$ cat config.mk
export PLATFORM = sky130hd
export DESIGN_NAME = if_id_slot
export DESIGN_NICKNAME = d
export VERILOG_FILES = /design/src/rtl/if_id_latch_pkg.sv /design/src/rtl/if_id_latch_slot.sv
export SDC_FILE = /design/constraint.sdc
export NUM_CORES = 1
export LEC_CHECK = 0
export ABC_AREA = 1
export CELL_PAD_IN_SITES_DETAIL_PLACEMENT = 1
export CELL_PAD_IN_SITES_GLOBAL_PLACEMENT = 2
export CORE_ASPECT_RATIO = 0.6
export CORE_MARGIN = 1
export CORE_UTILIZATION = 20
export CTS_BUF_LIST = sky130_fd_sc_hd__clkbuf_4 sky130_fd_sc_hd__clkbuf_8
export CTS_CLUSTER_SIZE = 40
export DETAILED_ROUTE_END_ITERATION = 8
export GPL_ROUTABILITY_DRIVEN = 1
export PLACE_DENSITY = 0.88
export SYNTH_ARGS = -nofsm -noshare
export SYNTH_HDL_FRONTEND = slang
export SYNTH_SLANG_ARGS = --single-unit
export TNS_END_PERCENT = 20
$ cat constraint.sdc
create_clock -name clk -period 0.8 [get_ports clk]
set_input_delay 0.16 -clock clk [delete_from_list [all_inputs] [get_ports clk]]
set_output_delay 0.16 -clock clk [all_outputs]
set_load 0.005 [all_outputs]
$ cat src/rtl/if_id_latch_pkg.sv
// ----------------------------------------------------------------------------
// if_id_latch_pkg
//   Shared types and constants for the IF/ID pipeline latch.
//   - PC_W / INSTR_W / NOP_WORD : beat field widths and the bubble filler word
//   - ifid_state_t              : occupancy state {EMPTY, ONE, TWO}
//   - ifid_beat_t               : one captured fetch beat {pc, instr, bubble}
//   - idle_beat()               : beat value held in a slot after reset
// ----------------------------------------------------------------------------
package if_id_latch_pkg;

   localparam int              PC_W     = 7;
   localparam int              INSTR_W  = 32;
   localparam logic [31:0]     NOP_WORD = 32'h0000_0000;

   // Encodings are explicit so the state register stays a plain 2-bit vector.
   typedef enum logic [1:0] {
      EMPTY = 2'd0,
      ONE   = 2'd1,
      TWO   = 2'd2
   } ifid_state_t;

   typedef struct packed {
      logic [PC_W-1:0]    pc;
      logic [INSTR_W-1:0] instr;
      logic               bubble;
   } ifid_beat_t;

   function automatic ifid_beat_t idle_beat();
      ifid_beat_t b;
      b.pc     = '0;
      b.instr  = NOP_WORD;
      b.bubble = 1'b0;
      return b;
   endfunction

endpackage

$ cat src/rtl/if_id_latch_slot.sv
// ----------------------------------------------------------------------------
// if_id_slot
//   Load-enabled register holding one ifid_beat_t. Used for both the main
//   (head) slot and the skid slot of the IF/ID latch.
//   clk    : clock, posedge
//   rst    : synchronous active-high reset, clears to idle_beat()
//   load_i : capture beat_i on this edge
//   beat_i : beat to capture
//   beat_o : held beat
// ----------------------------------------------------------------------------
module if_id_slot
   import if_id_latch_pkg::*;
(
   input  logic       clk,
   input  logic       rst,
   input  logic       load_i,
   input  ifid_beat_t beat_i,
   output ifid_beat_t beat_o
);

   ifid_beat_t beat_q;
   ifid_beat_t beat_d;

   always_comb begin
      beat_d = beat_q;
      if (load_i) beat_d = beat_i;
   end

   always_ff @(posedge clk) begin
      if (rst) beat_q <= idle_beat();
      else     beat_q <= beat_d;
   end

   assign beat_o = beat_q;

endmodule

* Word level (Yosys, flattened, before mapping)
Index checks and enable logic that the tools add are counted.
** Word-level totals
- Register bits :: 40
- Bits in latches :: 0
- Bits in writable memories :: 0
- Bits in read-only memories :: 0
- Bits of input ports :: 43
- Output and inout bits :: 40
- Word-level logic and storage cells :: 3
- Memories kept :: 0
** Operators by class
- Add/sub/neg operators :: 0
- $mul :: 0
- Div/mod/pow operators :: 0
- Magnitude comparators :: 0
- Eq/ne operators :: 0
- Shifts and indexed selects :: 0
- Multiplexer cells :: 0
- Bitwise logic cells :: 0
- Reductions and logical operators :: 0

* Longest topological paths before layout
Gate-level depths: netlist (run 1).
- Depth after elaboration :: 0
- Mapped depth :: 5
- Mapped depth without buffers :: 4

* Worst setup path after synthesis (run 1)
OpenSTA, ideal clock, no wires.
- Path kind :: input-to-reg
- Start point :: input load_i
- End point :: register beat_q, in the netlist beat_o[0]
- Setup time :: 113 ps
- Arrival :: 562 ps
- Data required time :: 687 ps
- Setup slack :: 125 ps
- Cell stages on the path :: 4
- Path buffers :: 2
- Cell sequence :: buf_6 buf_4 nor2_1 nor2_1
** RTL lines
- start: declaration :: RTL line if_id_latch_slot.sv:16 : input logic load_i,
- end signal: assignment :: RTL line if_id_latch_slot.sv:30 : if (rst) beat_q <= idle_beat();
- end signal: assignment :: RTL line if_id_latch_slot.sv:31 : else beat_q <= beat_d;
- end: declaration :: RTL line if_id_latch_slot.sv:21 : ifid_beat_t beat_q;

* Worst setup path in the final report (run 1)
- Start point :: register beat_q, in the netlist beat_o[11]
- End point :: output beat_o[11] in the netlist's numbering
** RTL lines
- end: declaration :: RTL line if_id_latch_slot.sv:18 : output ifid_beat_t beat_o
No word-level cell between the ends.

==> results of run 1 <==
==> layout by cell type, fill, tap and decap left out, drive strengths merged <==
master / count
buf: 47
nor2: 80
nand2: 80
clkdlybuf4s50: 41
dfxtp: 40
clkbuf: 8
inv: 41
==> worst reg2reg max path: stages (launching register included) <==
cell	delay [ns]
dfxtp_2	0.33
buf_4	0.12
nor2_1	0.09
nor2_1	0.06
==> final cells by class <==
type	count	area, µm²	share of cell area
flip-flops and latches	40	851	0.320
well taps	108	135	0.0509
multi-input cells	160	601	0.226
repair buffers	88	817	0.308
inverters	41	154	0.0580
clock buffers	8	97.6	0.0368
==> what timing repair did <==
action                                  CTS  global route
endpoints found under the hold margin     0             0
buffers inserted                          3             0
gates resized for setup                 210            10
endpoints found under the setup margin   59            77
==> per-layer routing <==
layer | GRT usage | vias up | wire [µm]
met5 | 0 | - | 0
met4 | 0.0292 | 0 | 33
met3 | 0.0539 | 5 | 484
met2 | 0.150 | 59 | 1710
met1 | 0.149 | 710 | 2410
li1 | - | 872 | -
==> report_power, final <==
group / total [mW] / switching (mW) / internal, mW
Sequential: 2.25 / 0.0894 / 2.16
Combinational: 0.838 / 0.344 / 0.494
Clock: 1.45 / 0.682 / 0.772
Total: 4.54 / 1.12 / 3.42
==> worst max-delay path by stage <==
stage	start	endpoint	slack [ns]	cells after the start
2_1_floorplan	load_i	beat_o[0]	0.12	4
3_3_place_gp	rst	beat_o[14]	-0.30	5
3_5_place_dp	rst	beat_o[10]	-0.34	5
4_1_cts	beat_o[10]	beat_o[10]	-0.11	1
5_1_grt	beat_o[11]	beat_o[11]	-0.15	1
6_report	beat_o[11]	beat_o[11]	-0.1	1
==> through the flow <==
step / setup TNS [ns] / cell area, µm² / util
global placement: -18.80 / 2570 / 0.323
floorplan: 0 / 1660 / -
CTS: -4.15 / 2590 / 0.326
finish: -3.41 / 2660 / 0.334
global route: -5.89 / 2660 / 0.334
detailed placement: -19.95 / 2570 / 0.323
==> logic make-up (layout without fill, tap and decap cells) <==
family | count (synthesis) | in the layout
DFF | 40 | 40
and+or+nand+nor | 160 | 160
buffers and inverters | 54 | 137
==> impl_results.md, run 1 <==
- Die height: 72.6 µm
- Die area: 8690 µm²
- Max FFs per register: 40
- Worst flop-to-flop path endpoint: beat_o[15]
- Via density: 3.70
- CTS H-tree lvls: 2
- Detailed-route via count: 1646
- Die width: 120 µm
- Status: finished with violations
- First-pass GRT wire length: 7460 µm
- Maximum number of pins on one net before global-route repair: 42
- Period minus WS final: 0.897 ns
- Hold_buf cts: 0
- TritonCTS Sinks: 40
- Syn avg cell area: 6.54 µm²
- Initial Util: 0.209
- Number of synthesized flops with an enable pin: 0
- Setup CP Type: flip-flop to output port
- RSZ-0062 raised after global routing: yes
- Iter 0 DRT Violations: 49
- Initial antenna violation count: 0
- Leak Pwr: 1.41 nW
- Core area: 7950 µm²
- Post-Synthesis Cells: 254
- Critical path, cell by cell: buf_2
- Max transition margin: 0.877
- Fin cells: 445
- Pre-Repair DR Iteration Count: 4
- R2R Path Start: beat_o[15]
- Mux share of post-synthesis cell area: 0
- Post-Synth XOR/XNOR Area: 0
- Synth top area cells: dfxtp_1, nand2_1, nor2_1
- Max Clock Skew: 0 ns
- Post-Synth Simple-Gate Area: 0.361
- CP max stage cell: dfxtp_2
- DRT Wirelength: 4640 µm
- Root Buffer: clkbuf_8
- Mapped cell area: 1660 µm²
- Ant. Diodes: 0
- Max Fanout on Critical Path: 2
- Placer Congestion: 0.714
- Final clock period utilization by the worst path: 1.12
- Worst-Skew Late Latency: 0.28 ns
- Delay-heaviest family, CP: flip-flops
- Post-synthesis adder-cell area fraction: 0
- Max-cap viol count: 0
- Reg2Reg Setup Slack: 0.10 ns
- Fill count: 1019
- DPL Wire Length: 3350 µm
- Reg clk slew, reported paths: 0.08 ns
- DR WL/cell: 10.4 µm
- Area grow syn2layout: 59.8%
- Worst path required time: 0.64 ns
- Ports: 83
- Peak VDD IR: 0.654 mV
- Critical Path End Type: output port
- Startpoint Class: flip-flop
- # nets final: 379
- Placed cell count: 434
- Total Power: 4.54 mW
- Worst min-delay path startpoint: load_i
- CTS tree: done
- Distinct cells, synth: 7
- Row count: 25
- Vias in the first global route: 1605
- Power density over the cells: 1710 nW/µm²
- Peak Freq: 1110 MHz
- Synth Flop Type: dfxtp_1
- Top cell type's share of synthesized area: 0.482
- Commonest cells in the netlist: nand2_1, nor2_1, inv_1
- Slew Limit Fails: 0
- CP Data Arrival Time: 0.74 ns
- YS warnings: 0
- Drt drc: 0
- Least-Margin Pin Slew: 0.184 ns
- Hold endpoint: beat_o[37]
- Register area share after synthesis: 0.482
- Syn Nets: 297
- Buffers on Ports: 82
- CTS Buf Count: 5
- HP Class: primary input to flip-flop
- Fin. Hold Viols: 0
- Largest family of logic cells by synthesized area: simple AND/OR/NAND/NOR gates
- Final setup violation count: 45
- CP Buf/Inv Count: 1
- Area leader, netlist: dfxtp_1
- Yosys reg bits: 40
- Post-detailed-route count of antenna-violating nets: 0
- Hold depth: 4
- Synth Area in Compound Gates: 0
- Slack of the critical path: -0.0974 ns
- Grt total ovfl: 0
- Final hold slack: 0.366 ns
- Clk buf depth: 2
- Crit path largest cell delay: 0.34 ns
- Failing checks: setup timing
- Fraction of registers with async set/reset: 0
- Overall routing resource usage: 0.109
- Pre-CTS setup slack: -0.339 ns
- Share of layout cells above drive strength 1: 0.285
- Path depth of the worst reg2reg path: 3
(Power assumes the default switching activity.)
==> run 2, diff against run 1 <==
==> constraint.sdc (replaced) <==
create_clock -name clk -period 0.97 [get_ports clk]
set_input_delay 0.194 -clock clk [delete_from_list [all_inputs] [get_ports clk]]
set_output_delay 0.194 -clock clk [all_outputs]
set_load 0.005 [all_outputs]
==> run 2 against run 1 <==
Compared with the run above:
- the run now ends clean
- cell count is 0.45% lower
- global-route usage is 0.11 points higher
- utilization is 1.4 points lower
- routed wire length is 1.8% higher
- clock-buffer cell count stayed put
- die area stayed put
- critical path depth stayed put
- first-iteration DRC count is 4.1% higher
- worst hold slack better by 0.032 ns
- power is 19% lower
- clock power is 17% lower
==> impl_results.md, run 2 (synthesis results as in run 1) <==
- Status: complete, no violations
- Die height: 72.6 µm
- Core area: 7950 µm²
- Crit path largest cell delay: 0.36 ns
- Critical Path End Type: output port
- Row count: 25
- Period minus WS final: 0.935 ns
- Total Power: 3.70 mW
- Fin. Hold Viols: 0
- Delay-heaviest family, CP: flip-flops
- Worst setup path start: beat_o[35]
- Post-detailed-route count of antenna-violating nets: 0
- Slew Limit Fails: 0
- Max Fanout on Critical Path: 2
- Die area: 8690 µm²
- Critical path, cell by cell: buf_6
- Iter 0 DRT Violations: 51
- HP Class: primary input to flip-flop
- Pre-CTS setup slack: -0.201 ns
- Worst-Skew Late Latency: 0.29 ns
- Peak Freq: 1070 MHz
- CTS tree: done
- Clk buf depth: 2
- DRT Wirelength: 4720 µm
- Slack of the critical path: 0.0346 ns
- CP Data Arrival Time: 0.74 ns
- First-pass GRT wire length: 7490 µm
- Max transition margin: 0.879
- Leak Pwr: 1.38 nW
- Grt total ovfl: 0
- Worst path required time: 0.78 ns
- Max FFs per register: 40
- Least-Margin Pin Slew: 0.181 ns
- Setup CP Type: flip-flop to output port
- Maximum number of pins on one net before global-route repair: 42
- Pre-Repair DR Iteration Count: 3
- CTS Buf Count: 5
- CP Buf/Inv Count: 1
- Worst min-delay path startpoint: load_i
- DR WL/cell: 10.7 µm
- CP max stage cell: dfxtp_2
- Max Clock Skew: 0 ns
- R2R Path Start: beat_o[32]
- Reg clk slew, reported paths: 0.08 ns
- Fill count: 1034
- Vias in the first global route: 1604
- Setup_tns: 0 ns
- Final setup violation count: 0
- RSZ-0062 raised after global routing: yes
- Overall routing resource usage: 0.110
- Power density over the cells: 1450 nW/µm²
- CTS H-tree lvls: 2
- Ant. Diodes: 0
- Ports: 83
- Final clock period utilization by the worst path: 0.964
- Placer Congestion: 0.713
- DPL Wire Length: 3340 µm
- Max-cap viol count: 0
- Via density: 3.66
- Hold_buf cts: 0
- Startpoint Class: flip-flop
- # nets final: 377
- Initial antenna violation count: 0
- Detailed-route via count: 1622
- TritonCTS Sinks: 40
- Root Buffer: clkbuf_8
- Share of layout cells above drive strength 1: 0.278
- Area grow syn2layout: 53.2%
- Peak VDD IR: 0.497 mV
- Buffers on Ports: 82
- Most frequent cells in the layout: nor2_1, nand2_1, inv_1, clkdlybuf4s50_1, dfxtp_2
- Initial Util: 0.209
- Drt drc: 0
- Die width: 120 µm
## run 2: changes by cell type in the layout (fill, tap and decap cells not counted)
cell	change
inv_1	+1
clkbuf_2	+2
inv_2	-1
buf_6	-15
buf_2	+13
buf_4	-2
## run 2: final timing paths
path / depth (start not counted) / slack [ns] / end
worst max-delay path: 1 / 0.03 / beat_o[35]
worst min-delay path: 4 / 0.40 / beat_o[37]
worst max register to register: 3 / 0.30 / beat_o[32]
worst min register to register: 2 / 0.47 / beat_o[17]
## run 2: layout make-up
class	count	area [µm²]	share of cell area
multi-input combinational	160	601	0.236
sequential	40	851	0.334
tap	108	135	0.0531
clock buffer	8	97.6	0.0383
timing repair buffer	86	708	0.278
inverter	41	154	0.0604
## run 2: metrics by stage
| step | instances | instance area [µm²] | hold slack, ns | utilization |
|---|---|---|---|---|
| after floorplan | 254 | 1660 | 0.382 | - |
| after global placement | 434 | 2570 | 0.455 | 0.323 |
| after detailed placement | 434 | 2570 | 0.467 | 0.323 |
| after CTS | 443 | 2530 | 0.386 | 0.318 |
| after global routing | 443 | 2550 | 0.415 | 0.320 |
| final | 443 | 2550 | 0.399 | 0.320 |
## run 2: tightest hold or removal path: cells and delay by family
family	cells	cell delay (ns)
AND/OR/NAND/NOR	2	0.14
buffers and inverters	2	0.32
## run 2: power by group
group | leakage [nW] | internal (mW) | switching (mW)
clock network | 0.0523 | 0.637 | 0.578
logic | 0.984 | 0.355 | 0.286
registers | 0.344 | 1.78 | 0.0635
## run 2: per-layer routing
layer,share of wire,vias up,routed length [µm],global-route usage
li1,-,869,-,-
met4,0.0034,0,16,0.0292
met1,0.52,693,2470,0.149
met2,0.36,58,1720,0.155
met5,0,-,0,0
met3,0.11,2,520,0.0531
## run 2: what timing repair did
item | CTS | global route
resized for setup | 193 | 7
endpoints found under the hold margin | 0 | 0
setup endpoints to repair | 40 | 7
setup buffers | 1 | 0
pin swaps | 0 | 0
